[config.mk]
export PLATFORM = sky130hd
export DESIGN_NAME = fetch_issue_pipelined
export DESIGN_NICKNAME = d
export VERILOG_FILES = /design/src/rtl/fetch_issue_pipelined.sv
export SDC_FILE = /design/constraint.sdc
export NUM_CORES = 1
export LEC_CHECK = 0
export BUFFER_PORTS_ARGS = -buffer_cell sky130_fd_sc_hd__buf_2
export CORE_MARGIN = 2
export CORE_UTILIZATION = 25
export CTS_CLUSTER_SIZE = 24
export DETAILED_ROUTE_END_ITERATION = 10
export REMOVE_ABC_BUFFERS = 1
export SYNTH_ARGS = -nofsm -noshare
export SYNTH_HDL_FRONTEND = slang
export SYNTH_SLANG_ARGS = --single-unit
[constraint.sdc]
create_clock -name clock -period 3.8 [get_ports clock]
set_input_delay 0.76 -clock clock [delete_from_list [all_inputs] [get_ports clock]]
set_output_delay 0.76 -clock clock [all_outputs]
set_load 0.02 [all_outputs]
[src/rtl/fetch_issue_pipelined.sv]
// fetch_issue_pipelined
// Instruction-fetch issue stage. Holds the PC, issues read requests to the
// instruction memory over a valid/ready handshake, and records the PC of
// every accepted request in an in-order queue so fetch receive can pair each
// returning instruction with its PC. A redirect marks all in-flight entries
// stale; they stay queued because the memory still returns their responses.
//
// Ports:
//   clock, reset          single clock, synchronous active-high reset
//   next_PC_select        00 increment, 01 stall, 10 redirect to target_PC,
//                         11 redirect to 0
//   target_PC             redirect target
//   i_mem_read            request valid (combinational)
//   i_mem_read_address    request address, always the PC register
//   i_mem_ready           memory accepts the request this cycle
//   i_mem_valid           one in-order response returns this cycle
//   issue_PC              PC of the oldest in-flight request (queue head)
//   issue_valid           response present and queue not empty
//   issue_stale           head belongs to a squashed path
//   inflight_count        occupied queue entries, 0..INFLIGHT_DEPTH
//   scan                  debug enable, no functional effect
module fetch_issue_pipelined #(
    parameter int CORE            = 0,
    parameter int RESET_PC        = 0,
    parameter int ADDRESS_BITS    = 32,
    parameter int INCREMENT       = 4,
    parameter int INFLIGHT_DEPTH  = 4,
    parameter int SCAN_CYCLES_MIN = 1,
    parameter int SCAN_CYCLES_MAX = 1000
) (
    input  logic                            clock,
    input  logic                            reset,
    input  logic [1:0]                      next_PC_select,
    input  logic [ADDRESS_BITS-1:0]         target_PC,
    output logic                            i_mem_read,
    output logic [ADDRESS_BITS-1:0]         i_mem_read_address,
    input  logic                            i_mem_ready,
    input  logic                            i_mem_valid,
    output logic [ADDRESS_BITS-1:0]         issue_PC,
    output logic                            issue_valid,
    output logic                            issue_stale,
    output logic [$clog2(INFLIGHT_DEPTH):0] inflight_count,
    input  logic                            scan
);

    localparam int PW = $clog2(INFLIGHT_DEPTH);
    localparam int CW = PW + 1;

    logic [ADDRESS_BITS-1:0]   pc_r;
    logic [ADDRESS_BITS-1:0]   pc_queue_r [INFLIGHT_DEPTH];
    logic [INFLIGHT_DEPTH-1:0] stale_r;
    logic [PW-1:0]             head_r;
    logic [PW-1:0]             tail_r;
    logic [CW-1:0]             count_r;
    logic [31:0]               cycle_r;

    logic                      read_s;
    logic                      fire_s;
    logic                      pop_s;
    logic                      redirect_s;
    logic [ADDRESS_BITS-1:0]   pc_next_s;
    logic [CW-1:0]             count_next_s;
    logic [INFLIGHT_DEPTH-1:0] occupied_s;
    logic [INFLIGHT_DEPTH-1:0] stale_next_s;
    logic                      scan_window_s;
    logic                      unused_s;

    // Requests are gated on the registered count, so a full queue never
    // issues even when a pop happens in the same cycle.
    assign redirect_s = next_PC_select[1];
    assign read_s     = !reset && (next_PC_select == 2'b00) &&
                        (count_r < CW'(INFLIGHT_DEPTH));
    assign fire_s     = read_s && i_mem_ready;
    // A response against an empty queue is a protocol violation and is dropped.
    assign pop_s      = i_mem_valid && (count_r != {CW{1'b0}});

    assign i_mem_read         = read_s;
    assign i_mem_read_address = pc_r;
    assign issue_PC           = pc_queue_r[head_r];
    assign issue_valid        = pop_s;
    // A response arriving in the redirect cycle is already on the wrong path.
    assign issue_stale        = stale_r[head_r] | redirect_s;
    assign inflight_count     = count_r;

    // Debug window qualifier; kept for observability, drives no logic.
    assign scan_window_s = scan && (cycle_r >= 32'(SCAN_CYCLES_MIN)) &&
                           (cycle_r <= 32'(SCAN_CYCLES_MAX));
    assign unused_s      = scan_window_s ^ (CORE < 32'sd0);

    // Next PC from the hazard/control select.
    always_comb begin
        pc_next_s = pc_r;
        case (next_PC_select)
            2'b00:   pc_next_s = fire_s ? (pc_r + ADDRESS_BITS'(INCREMENT)) : pc_r;
            2'b01:   pc_next_s = pc_r;
            2'b10:   pc_next_s = target_PC;
            2'b11:   pc_next_s = {ADDRESS_BITS{1'b0}};
            default: pc_next_s = pc_r;
        endcase
    end

    // Occupancy count: simultaneous push and pop leave it unchanged.
    always_comb begin
        count_next_s = count_r;
        case ({fire_s, pop_s})
            2'b10:   count_next_s = count_r + CW'(1);
            2'b01:   count_next_s = count_r - CW'(1);
            default: count_next_s = count_r;
        endcase
    end

    // Stale bits: redirect marks every occupied slot; popped and newly pushed
    // slots are cleared so an empty head never reports a leftover stale bit.
    always_comb begin
        occupied_s   = {INFLIGHT_DEPTH{1'b0}};
        stale_next_s = stale_r;
        for (int i = 0; i < INFLIGHT_DEPTH; i++) begin
            occupied_s[i]   = ({1'b0, PW'(i) - head_r} < count_r);
            stale_next_s[i] = stale_r[i] | (redirect_s & occupied_s[i]);
        end
        stale_next_s[head_r] = stale_next_s[head_r] & ~pop_s;
        stale_next_s[tail_r] = stale_next_s[tail_r] & ~fire_s;
    end

    // PC register and in-order PC queue.
    always_ff @(posedge clock) begin
        if (reset) begin
            pc_r    <= ADDRESS_BITS'(RESET_PC);
            head_r  <= {PW{1'b0}};
            tail_r  <= {PW{1'b0}};
            count_r <= {CW{1'b0}};
            stale_r <= {INFLIGHT_DEPTH{1'b0}};
            for (int i = 0; i < INFLIGHT_DEPTH; i++) begin
                pc_queue_r[i] <= {ADDRESS_BITS{1'b0}};
            end
        end else begin
            pc_r    <= pc_next_s;
            count_r <= count_next_s;
            stale_r <= stale_next_s;
            if (fire_s) begin
                pc_queue_r[tail_r] <= pc_r;
                tail_r             <= tail_r + PW'(1);
            end
            if (pop_s) begin
                head_r <= head_r + PW'(1);
            end
        end
    end

    // Saturating cycle counter for the debug scan window.
    always_ff @(posedge clock) begin
        if (reset) begin
            cycle_r <= 32'd0;
        end else begin
            cycle_r <= (cycle_r == 32'hFFFF_FFFF) ? cycle_r : cycle_r + 32'd1;
        end
    end

endmodule
# ---- After elaboration in Yosys (flattened, before gate mapping)
# Memories as Yosys holds them, arrays and structs flattened. A register that Yosys moved wholly into a read port is not among the register bits.
# Index checks and enable logic that the tools add are counted.
dict set report totals {
  reg_bits 43
  latch_bits 0
  ramBits 128
  rom_bits 0
  input_bits 39
  n_memories 1
}
# memory words width read_ports rd_ports_with_merged_regs write_ports line_no
set memory_table {}
lappend memory_table {pc_queue_r 4 32 1 1 4 50} ;# logic [ADDRESS_BITS-1:0] pc_queue_r [INFLIGHT_DEPTH];
dict set report classes {
  addsub 9
  mul 0
  div_mod_pow 0
  n_lt_le_gt_ge 9
  n_eq_ne 6
  shift 0
  mux 25
  bitwise 14
  reduce_logical 12
}
# operator n
set ops {}
lappend ops {{case mux 32 bit (3 select lines)} 1}
lappend ops {{two-way mux 32 bit} 2}
lappend ops {{adder 32 x 3 -> 32 bit, second input constant} 1}
lappend ops {{OR reduction 32 bit} 1}
lappend ops {{< comparator 2 x 3 -> 1 bit} 4}
lappend ops {{two-way mux 1 bit} 11}
lappend ops {{bitwise mux 4 bit} 2}
lappend ops {{AND 1 bit} 6}
lappend ops {{binary-select mux 1 bit (select 2 bit)} 3}
lappend ops {{== test 2 bit, second input constant} 3}
lappend ops {{logical AND 1 bit} 6}
lappend ops {{< comparator 2 x 3 -> 1 bit, second input constant} 2}
lappend ops {{two-way mux 2 bit} 3}
lappend ops {{case mux 3 bit (2 select lines)} 1}
lappend ops {{bitwise OR 1 bit} 5}
lappend ops {{adder 2 x 1 -> 2 bit, second input constant} 2}
lappend ops {{demux 1 bit (select 2 bit)} 2}
lappend ops {{== test 2 x 1 -> 1 bit, second input constant} 2}
lappend ops {{greater-or-equal comparator 2 x 1 -> 1 bit, second input constant} 2}
lappend ops {{subtractor 1 x 2 -> 2 bit, first input constant} 2}
lappend ops {{subtractor 2 bit, first input constant} 2}
lappend ops {{adder 3 x 1 -> 3 bit, second input constant} 1}
lappend ops {{< comparator 3 bit, second input constant} 1}
lappend ops {{inverter 1 bit} 3}
lappend ops {{other kinds (7)} 7}

# ---- Logic depth before layout (Yosys ltp)
dict set report logic_depth {
  word_depth 12
  depth_mapped 12
  depth_no_buf 11
}

# ---- Worst setup path after synthesis
# OpenSTA, ideal clock, no wires.
dict set report synth_path {
  path_type {input to register}
  from {input next_PC_select[0]}
  to {memory pc_queue_r[3][0] (enable)}
  setup_time_ps 428
  arrival_ps 3074
  t_required_ps 3372
  slack_ps 298
  cell_stages 5
  cell_sequence {nor4_2 and2_1 buf_4 nand2_1 o21bai_1}
}
# element line_no
set synth_rtl {}
lappend synth_rtl {{start: declaration} 33} ;# input logic [1:0] next_PC_select,
lappend synth_rtl {{end: declaration} 50}

# ---- Worst setup path after layout
dict set report layout_path {
  from {register head_r[0]}
  to {register stale_r[3]}
}
dict set report layout_via {
  elab_chain_len 12
  elab_cells_between_ends 29
}
# element line_no
set layout_rtl {}
lappend layout_rtl {{start: declaration} 52} ;# logic [PW-1:0] head_r;
lappend layout_rtl {{start signal: assignment} 129} ;# head_r <= {PW{1'b0}};
lappend layout_rtl {{start signal: assignment} 145} ;# head_r <= head_r + PW'(1);
lappend layout_rtl {{subtractor 1 x 2 -> 2 bit or subtractor 2 bit (tied branches)} 118} ;# occupied_s[i] = ({1'b0, PW'(i) - head_r} < count_r);
lappend layout_rtl {{< comparator 2 x 3 -> 1 bit} 118}
lappend layout_rtl {{AND 1 bit} 119} ;# stale_next_s[i] = stale_r[i] | (redirect_s & occupied_s[i]);
lappend layout_rtl {{bitwise OR 1 bit} 119}
lappend layout_rtl {{binary-select mux 1 bit (select 2 bit)} 121} ;# stale_next_s[head_r] = stale_next_s[head_r] & ~pop_s;
lappend layout_rtl {{two-way mux 1 bit (implied by the code)} 121}
lappend layout_rtl {{AND 1 bit} 121}
lappend layout_rtl {{bitwise mux 4 bit (*)} 121}
lappend layout_rtl {{binary-select mux 1 bit (select 2 bit)} 122} ;# stale_next_s[tail_r] = stale_next_s[tail_r] & ~fire_s;
lappend layout_rtl {{two-way mux 1 bit (implied by the code)} 122}
lappend layout_rtl {{AND 1 bit} 122}
lappend layout_rtl {{bitwise mux 4 bit (*)} 122}
lappend layout_rtl {{end signal: assignment} 132} ;# stale_r <= {INFLIGHT_DEPTH{1'b0}};
lappend layout_rtl {{end signal: assignment} 139} ;# stale_r <= stale_next_s;
lappend layout_rtl {{end: declaration} 51} ;# logic [INFLIGHT_DEPTH-1:0] stale_r;
# Mark *: on every way between the ends. The rest lies on a longest branch, timed or not. The select of a mux whose other input is x is not followed.
# A chain may end at the register's enable or synchronous reset.

==> results by group <==
Place
  • Gpl congestion: 0.833
  • Placement-stage cell area: 9480 µm²
  • Placed cell count: 1207
  • Hpwl dp: 15700 µm
  • Port Buffers: 107

Timing
  • Fin. Hold Viols: 0
  • Fmax: 0.321 GHz
  • Minimum clock period: 3.11 ns
  • Tightest Pin Transition: 0.685 ns
  • Slew headroom: 0.544
  • Final setup viols: 0
  • Final Cycle Share: 0.819
  • Clock skew: 0.00812 ns
  • Slew Viols, Final: 0
  • RSZ-0062 raised after global routing: no

Yosys
  • Main flop type after synthesis: edfxtp_1
  • Post-synthesis register bit count: 173
  • Yosys cell types: 62
  • Cells after Synth: 689
  • Async set-or-reset flop fraction in the synthesized netlist: 0
  • Simple-gate share of the synthesized area: 0.184
  • Largest family of logic cells by synthesized area: simple AND/OR/NAND/NOR gates
  • Synth warn: 0
  • Xor and xnor fraction of the mapped netlist area: 0.0136
  • Register area share after synthesis: 0.567
  • Synth area leader: edfxtp_1
  • Compound-Gate Fraction of Synth Area: 0.0878
  • Post-synth EDFFs: 128
  • Synth Area per Inst: 12.1 µm²
  • Synth Cell Area: 8360 µm²
  • Post-synthesis mux area share: 0.0914
  • Post-Synth Adder-Cell Area: 0.0233
  • Yosys top cell area share: 0.460
  • Top cells by area, synth: edfxtp_1, dfxtp_1, mux4_2

Cells and area
  • Filler cells: 3386
  • Commonest cells after routing, fill and taps aside: edfxtp_1, buf_2, and2_1, a21oi_1, dfxtp_1
  • Area Growth Syn to Fin: 21.0%
  • Nets: 838
  • Finished Layout Cells: 1241
  • Commonest non-fill, non-tap cell in the layout: edfxtp_1
  • Final Cell Area: 10100 µm²
  • Share of cells above drive strength 1: 0.269

Global routing
  • Largest net degree at the start of global routing: 49
  • First-pass GRT wire length: 36300 µm
  • Total gr overflow: 0
  • Global Route Usage Sum: 0.136
  • Initial antenna violation count: 3
  • Vias in the first global route: 5791

Clock network
  • Worst-path clk slew: 0.07 ns
  • CTS max path bufs: 2
  • CTS resizes: 0
  • Root Buffer Master: clkbuf_16
  • Hold-fix buffers, CTS: 0
  • H-tree depth: 4
  • Post-CTS Setup Inserts: 0
  • Sink Count: 173
  • Worst-Skew Late Latency: 0.43 ns
  • CTS tree: done
  • CTS Buf Count: 17

Floorplan
  • Die W: 187 µm
  • Die Height: 187 µm
  • Initial core utilization: 0.256
  • Die Footprint: 34900 µm²
  • Rows: 66
  • Boundary pin count: 109
  • Std-Cell Core Area: 32700 µm²

Worst setup path
  • Critical path class: reg2reg
  • CP startpoint kind: register
  • WP data required: 4.11 ns
  • Critical path arrival: 3.42 ns
  • Max FO, Critical Path: 11
  • Critical Path End Type: register

Pwr
  • P per Cell Area: 454 nW/µm²
  • Total power: 0.00459 W
  • Maximum vdd drop: 0.000254 V
  • Leak: 3.89 nW

Drt
  • Drt drc: 0
  • Vias per Instance: 4.69
  • DRT met1 WL: 10700 µm
  • DRT antenna net count: 0
  • Top sig layer: met5
  • Drt pass-1 iters: 5
  • WL met3: 1190 µm
  • Vias: 5825
  • DR iter-0 viols: 446
  • DR WL met2: 11200 µm
  • Routed len/inst: 19.0 µm
  • Aggregate routed wire length: 23500 µm

Status
  • Status: finished clean

Run
  • Maxcap violations: 0

Worst hold path
  • Hold/Removal Path Class: reg2reg
[logic make-up after synthesis]
logic type	count (synthesis)
multiplexers	35
buffers and inverters	68
XOR/XNOR	13
AND/OR/NAND/NOR	272
AO/OA/AOI/OAI	113
adder cells (fa/ha/maj)	15
flip-flops	173
[worst max-delay path, stage by stage, from the launching register on]
cell and delay (ns):
dfxtp_1 0.56, inv_1 0.17, ha_1 0.35, inv_1 0.05, ha_1 0.26, inv_1 0.04
o311a_1 0.36, or3_1 0.33, a21oi_2 0.29, o211a_1 0.23, a2bb2oi_2 0.24, mux2i_1 0.11
[Yosys cell counts (7+ instances only)]
cell and number:
a21oi_1 60, and3_1 40, buf_2 7, nand2_1 41, inv_1 15, xor2_1 7, dfxtp_1 45, nor3_1 20
mux4_2 33, nand3_1 12, nor2_1 29, ha_1 14, clkbuf_1 32, o21ai_0 10, buf_1 9, edfxtp_1 128
and2_1 95
[path summary, 6_finish.rpt]
| kind | end | cells past startpoint | slack [ns] | start |
|---|---|---|---|---|
| min | i_mem_read_address[18] | 2 | 0.55 | i_mem_read_address[18] |
| max reg2reg | stale_r[3] | 11 | 0.69 | head_r[0] |
| min reg2reg | i_mem_read_address[18] | 2 | 0.55 | i_mem_read_address[18] |
| max | stale_r[3] | 11 | 0.69 | head_r[0] |
[metrics by stage]
| step | utilization | hold WS, ns | worst slack, ns | TNS [ns] |
|---|---|---|---|---|
| floorplan | - | 0.526 | -1.10 | -148.88 |
| global placement | 0.290 | 0.522 | 0.769 | 0 |
| detailed placement | 0.290 | 0.541 | 0.699 | 0 |
| CTS | 0.309 | 0.556 | 0.622 | 0 |
| global route | 0.309 | 0.574 | 0.451 | 0 |
| finish | 0.309 | 0.554 | 0.690 | 0 |
[state kept, by name, indices dropped and copies added, names as in the netlist, named ones only]
signal	flops
pc_queue_r	128
i_mem_read_address	32
head_r	2
stale_r	4
inflight_count	3
tail_r	2
[power by group]
group / total, W / internal (W) / switching, W
clock: 0.00189 / 0.00112 / 0.000775
sequential: 0.00216 / 0.00210 / 0.0000679
combinational: 0.000536 / 0.000216 / 0.000320
[metal layers]
metal,vias up,track usage
li1,2756,-
met1,2889,0.180
met2,148,0.223
met3,28,0.0319
met4,4,0.0369
met5,-,0
[cell type report]
type	instances	area [µm²]	area share
diodes	2	5.00	0.000494
clock buffers	18	429	0.0424
clock inverters	14	205	0.0203
inverters	18	70.1	0.00692
multi-input cells	448	3380	0.334
flip-flops and latches	173	4750	0.469
well taps	442	553	0.0546
repair buffers	126	728	0.0719
Note: power is estimated with default switching activity, not from simulation.
